--- config.mk ---
export PLATFORM = sky130hd
export DESIGN_NAME = mult_hilo_ctrl
export DESIGN_NICKNAME = d
export VERILOG_FILES = /design/src/rtl/mdu_pkg.sv /design/src/rtl/mult_sign_fix.sv /design/src/rtl/mult_hilo_ctrl.sv
export SDC_FILE = /design/constraint.sdc
export NUM_CORES = 1
export LEC_CHECK = 0
export CELL_PAD_IN_SITES_DETAIL_PLACEMENT = 1
export CELL_PAD_IN_SITES_GLOBAL_PLACEMENT = 2
export CORE_MARGIN = 2
export CORE_UTILIZATION = 27
export CTS_BUF_LIST = sky130_fd_sc_hd__clkbuf_4
export DETAILED_ROUTE_END_ITERATION = 10
export GPL_ROUTABILITY_DRIVEN = 0
export PLACE_DENSITY = 0.87
export SLEW_MARGIN = 20
export SYNTH_ARGS = -nofsm -noshare
export SYNTH_HDL_FRONTEND = slang
export SYNTH_SLANG_ARGS = --single-unit
--- constraint.sdc ---
create_clock -name clk -period 5.6 [get_ports clk]
set_input_delay 0.56 -clock clk [delete_from_list [all_inputs] [get_ports clk]]
set_output_delay 0.56 -clock clk [all_outputs]
set_load 0.005 [all_outputs]
--- src/rtl/mdu_pkg.sv ---
// Shared constants for the multiply/divide unit: FSM encodings, default sizes,
// and the helper that sizes the latency counter.
package mdu_pkg;

  localparam int unsigned WIDTH_DEF        = 32;
  localparam int unsigned MULT_LATENCY_DEF = 4;

  localparam logic [0:0] IDLE = 1'b0;
  localparam logic [0:0] RUN  = 1'b1;

  // A latency of 1 still needs a 1-bit counter.
  function automatic int unsigned cnt_width(input int unsigned lat);
    return (lat > 1) ? int'($clog2(lat)) : 1;
  endfunction

  localparam int unsigned CNT_W_DEF = cnt_width(MULT_LATENCY_DEF);

endpackage

--- src/rtl/mult_sign_fix.sv ---
// Conditional two's-complement negate: operand magnitude when W=WIDTH,
// product sign correction when W=2*WIDTH.
module mult_sign_fix #(
  parameter int unsigned W = 32
) (
  input  logic [W-1:0] value,
  input  logic         negate,
  output logic [W-1:0] fixed_c
);

  assign fixed_c = negate ? (~value + W'(1)) : value;

endmodule

--- src/rtl/mult_hilo_ctrl.sv ---
// Issue/writeback controller for the unsigned multiplier array: forms operand
// magnitudes, waits a fixed latency, sign-corrects the product into HI/LO.
module mult_hilo_ctrl
  import mdu_pkg::*;
#(
  parameter int unsigned MULT_LATENCY = MULT_LATENCY_DEF,
  parameter int unsigned WIDTH        = WIDTH_DEF
) (
  input  logic               clk,
  input  logic               reset,
  input  logic               req_valid,
  input  logic               req_signed,
  input  logic [WIDTH-1:0]   req_a,
  input  logic [WIDTH-1:0]   req_b,
  input  logic               mthi_we,
  input  logic               mtlo_we,
  input  logic [WIDTH-1:0]   wdata,
  output logic               busy,
  output logic               done,
  output logic [WIDTH-1:0]   hi,
  output logic [WIDTH-1:0]   lo,
  output logic               mul_start,
  output logic [WIDTH-1:0]   mul_in1,
  output logic [WIDTH-1:0]   mul_in2,
  input  logic [2*WIDTH-1:0] mul_out
);

  localparam int unsigned     CNT_W    = cnt_width(MULT_LATENCY);
  localparam logic [CNT_W-1:0] CNT_LAST = CNT_W'(MULT_LATENCY - 1);

  logic [0:0]         state, state_nxt;
  logic [CNT_W-1:0]   cnt, cnt_nxt;
  logic               neg, neg_nxt;
  logic               done_nxt, start_nxt;
  logic [WIDTH-1:0]   hi_nxt, lo_nxt, in1_nxt, in2_nxt;
  logic [WIDTH-1:0]   mag_a_c, mag_b_c;
  logic [2*WIDTH-1:0] prod_c;

  mult_sign_fix #(.W(WIDTH)) u_mag_a (
    .value   (req_a),
    .negate  (req_signed & req_a[WIDTH-1]),
    .fixed_c (mag_a_c)
  );

  mult_sign_fix #(.W(WIDTH)) u_mag_b (
    .value   (req_b),
    .negate  (req_signed & req_b[WIDTH-1]),
    .fixed_c (mag_b_c)
  );

  // Negate across the full 64 bits so the LO borrow reaches HI.
  mult_sign_fix #(.W(2*WIDTH)) u_prod (
    .value   (mul_out),
    .negate  (neg),
    .fixed_c (prod_c)
  );

  assign busy = (state == RUN);

  // Next-state and next-output logic.
  always_comb begin
    state_nxt = state;
    cnt_nxt   = cnt;
    neg_nxt   = neg;
    hi_nxt    = hi;
    lo_nxt    = lo;
    done_nxt  = 1'b0;
    start_nxt = mul_start;
    in1_nxt   = mul_in1;
    in2_nxt   = mul_in2;
    if (state == IDLE) begin
      // MT writes land now; an accepted product overwrites them later.
      if (mthi_we) hi_nxt = wdata;
      if (mtlo_we) lo_nxt = wdata;
      if (req_valid) begin
        in1_nxt   = mag_a_c;
        in2_nxt   = mag_b_c;
        neg_nxt   = req_signed & (req_a[WIDTH-1] ^ req_b[WIDTH-1]);
        start_nxt = 1'b1;
        cnt_nxt   = '0;
        state_nxt = RUN;
      end
    end else begin
      cnt_nxt = cnt + CNT_W'(1);
      if (cnt == CNT_LAST) begin
        {hi_nxt, lo_nxt} = prod_c;
        start_nxt = 1'b0;
        done_nxt  = 1'b1;
        cnt_nxt   = '0;
        state_nxt = IDLE;
      end
    end
  end

  // State and output registers.
  always_ff @(posedge clk) begin
    if (reset) begin
      state     <= IDLE;
      cnt       <= '0;
      neg       <= 1'b0;
      hi        <= '0;
      lo        <= '0;
      done      <= 1'b0;
      mul_start <= 1'b0;
      mul_in1   <= '0;
      mul_in2   <= '0;
    end else begin
      state     <= state_nxt;
      cnt       <= cnt_nxt;
      neg       <= neg_nxt;
      hi        <= hi_nxt;
      lo        <= lo_nxt;
      done      <= done_nxt;
      mul_start <= start_nxt;
      mul_in1   <= in1_nxt;
      mul_in2   <= in2_nxt;
    end
  end

endmodule

==> summary by stage <==
Status
The flow ran to the end, and the final reports show no timing, DRC or antenna violations.

Global routing
Across every metal layer, demand over resource in global routing totals 23.2%. The via count of the first global-routing pass is 9750. The initial antenna violation count was 2. The pin count of the biggest net entering global routing is 80.

For this run the aggregate overflow at the end of global routing stands at 0. The first global-routing pass estimated ~56000 um of wire.

Floorplanning
The floorplan core area is between 0.02 and 0.03 mm2. The horizontal die dimension is 177 um. The die outline area is 0.0315 mm2. The initial utilization of the core area, before any placement, comes to 27.4%. From bottom edge to top edge, the die measures ~180 um. The number of core rows is 63. The number of top-level design ports is 297.

Pwr
The worst-case vdd ir drop is 114 uV. The reported leakage power is 3.87 nW. For this design the ratio of total power to cell area is 211 mW/mm2.

Place
The count of buffers from port buffering is 296. The wire-length estimate of the detail-placed layout is 27900 um. OpenSTA, run right after detailed placement, puts the worst setup slack at between 1500 and 2000 ps.

Critical path
For this run, the slowest stage of the critical path takes 780 ps. In this run the worst path has a maximum fanout of 10. The critical path in this run is classified as input pin to flop. The signal on the critical path passes through clkdlybuf4s50_1 > nor4_1 > nand3_1 > or4_1 > or3_1 > o311a_1. The buffers plus inverters on the worst setup path is 1. STA classifies the critical path startpoint as an input pin. The worst endpoint data arrival time is ~3600 ps. The kind of cell with the highest combined delay along the critical path is simple AND/OR/NAND/NOR gates. The data required time of the critical path is 6060 ps. The library cell contributing the largest single delay on the critical path is or4_1. The worst setup path is captured at a flop.

Clock tree
Clock tree synthesis selected as its root buffer the cell clkbuf_4. The clock transition at the register clock pins on the worst setup and hold paths after CTS is about 150 ps. The clock network latency to the later pin of the worst-skew pair is around 570 ps. The post-CTS resize count is 0.

The TritonCTS clock tree is done. The total number of H-tree levels is 4. The clock passes through at most 2 buffers. The TritonCTS buffer count is 17. The number of clock sinks is around 130. Once the clock tree was built, the setup fixing pass inserted 0 buffers.

In this run, post-CTS hold repair placed 0 buffers.

Timing
The final number of hold-violating endpoints is 0. Setup repair after global routing left no endpoint under its margin. The maximum frequency from static timing analysis is between 300 and 400 MHz. Subtracting the final worst setup slack from the clock period gives about 3200 ps. Measured against its own limit, the worst slew margin works out to around a quarter. After layout, the worst path uses between 50 and 60% of the clock period. The final-report max-slew violation count is 0.

At the pin with the least slew margin, the transition time is 1140 ps. On the final layout, the worst clock skew is around 31 ps. The count of endpoints failing setup in the final report is 0. The post-layout worst setup margin is roughly 2400 ps. The final setup TNS is 0 ps.

Yosys
Ranked by total cell area, the synthesized netlist is headed by dfxtp_1 (33%), nor2_1 (7.7%), a211oi_1 (4.9%). The number of synthesized flops with an enable pin is 0. The netlist area before placement is about 0.008 mm2. For this run, the number of Yosys warnings is 0.

Counting distinct cell types in the post-synthesis netlist gives between 60 and 70. The post-synthesis register bit count is about 130. The cell count after synthesis came out at 1059. The share of the synthesized area in the top cell type is between 30 and 40%. The net count of the mapped netlist is 1229.

Dividing the synthesized area by the synthesized cell count gives 7.66 um2. The biggest area contributor in the post-synthesis netlist is dfxtp_1. Sequential elements use 33.1% of the synthesized area. The async set or reset register ratio after synthesis is 0%. The top flip-flop cell by instance count after synthesis is dfxtp_1.

Route
Summed over all layers, the routed wires come to approximately 37000 um. The detailed-route via count is 9471. The number of iterations in the first detailed-routing pass is 5. In this run, the number of DRC markers left after iteration 0 of detailed routing was around 520. In the routed layout, each cell is associated on average with a via count of around 5.5. Once detail routing completed, the nets flagged for antenna violations numbered 0.

After detailed routing, the average wire length per cell comes to roughly 22 um. For this run, design rule violations remaining after detail routing come to 0.

Layout
Of the cells placed in the final design, the portion with a size suffix greater than 1 is 4.39%. The final net count is roughly 1500. Compared with the post-synthesis result, the final layout area differs by 43.6%. The layout has 3590 filler cells.

Run
The count of max-cap constraint violations is 0.

Worst hold path
In this run the worst hold path is classified as flop to flop.
[kinds of logic after synthesis]
group,after synthesis,synth area share (%)
simple gates,449,27.2
compound gates,298,25.8
buf+inv,90,4.24
fa+ha+maj,4,0.617
mux,3,0.386
xor+xnor,81,8.74
flops,134,33.1
[per-layer routing]
metal	wire, um	GRT usage [%]	share of wire [%]
met3	3270	7.54	8.8
met1	15200	27.1	41
met5	14	0	0.038
met4	1370	9.87	3.7
met2	17500	38.8	47
[sequential cells by signal (all words and copies together) (netlist names)]
| register | count |
|---|---|
| mul_in2 | 32 |
| neg | 1 |
| lo | 32 |
| done | 1 |
| mul_in1 | 32 |
| cnt | 2 |
| busy | 1 |
| mul_start | 1 |
| hi | 32 |
[placed cells by master, fill, tap and decap left out, types with 4 or more instances in the layout]
cell type / n
clkdlybuf4s50_1: 295
nor2_1: 167
dfxtp_1: 133
nand2_1: 60
a21oi_1: 55
a211oi_1: 53
nor3_1: 51
o21ai_0: 49
xor2_1: 41
xnor2_1: 40
or3_1: 36
nor4_1: 30
nand3_1: 28
or4_1: 20
o31ai_1: 18
and3_1: 18
clkbuf_4: 17
o211ai_1: 15
a221oi_1: 14
a311oi_1: 13
buf_4: 13
o41ai_1: 12
inv_1: 11
nand4_1: 11
a31oi_1: 11
inv_6: 8
a22o_1: 7
o311a_1: 7
o32ai_1: 6
and2_1: 5
o221ai_1: 5
or2_2: 4
nand2b_1: 4
ha_1: 4
[path summary, 6_finish.rpt]
check | from | endpoint | slack, ps | depth (start not counted)
setup / recovery | mul_out[12] | hi[8] | 2440 | 6
hold / removal | lo[9] | lo[9] | 470 | 1
setup reg to reg | busy | lo[31] | 2750 | 7
hold reg to reg | lo[9] | lo[9] | 470 | 1
[layout make-up]
| cell class | count | area (um2) | share of cell area (%) |
|---|---|---|---|
| diodes | 1 | 2.50 | 0.0215 |
| clock buffers | 17 | 128 | 1.10 |
| clock inverters | 15 | 129 | 1.11 |
| inverters | 12 | 45.0 | 0.387 |
| multi-input cells | 835 | 5100 | 43.8 |
| flip-flops and latches | 134 | 2680 | 23.0 |
| well taps | 390 | 488 | 4.19 |
| repair buffers | 309 | 3070 | 26.4 |
[report_power, final]
group	internal [mW]	switching, mW
logic	0.362	0.341
clock network	0.193	0.475
registers	1.03	0.0543
total	1.59	0.870
[stage by stage]
step | hold WS (ps) | total power, mW | std cells | util, % | instance area (um2)
floorplan | 448 | 1.38 | 1059 | - | 8110
global placement | 436 | 1.80 | 1680 | 38.4 | 11400
detailed placement | 442 | 1.81 | 1680 | 38.4 | 11400
CTS | 468 | 2.49 | 1712 | 39.3 | 11600
global route | 481 | 2.60 | 1713 | 39.3 | 11600
finish | 470 | 2.46 | 1713 | 39.3 | 11600
[cells in the mapped netlist, types with 11 or more instances]
master / n
o21ai_0: 50
nor3_1: 51
nand4_1: 11
a21oi_1: 56
xor2_1: 41
nand3_1: 28
xnor2_1: 40
nor4_1: 30
dfxtp_1: 134
o41ai_1: 12
or4_1: 20
nand2_1: 60
o31ai_1: 18
o211ai_1: 15
and3_1: 18
a31oi_1: 11
nor2_1: 167
a311oi_1: 13
a211oi_1: 53
or3_1: 36
clkbuf_1: 64
inv_1: 11
a221oi_1: 14
Power figures use the tool's default switching activity.
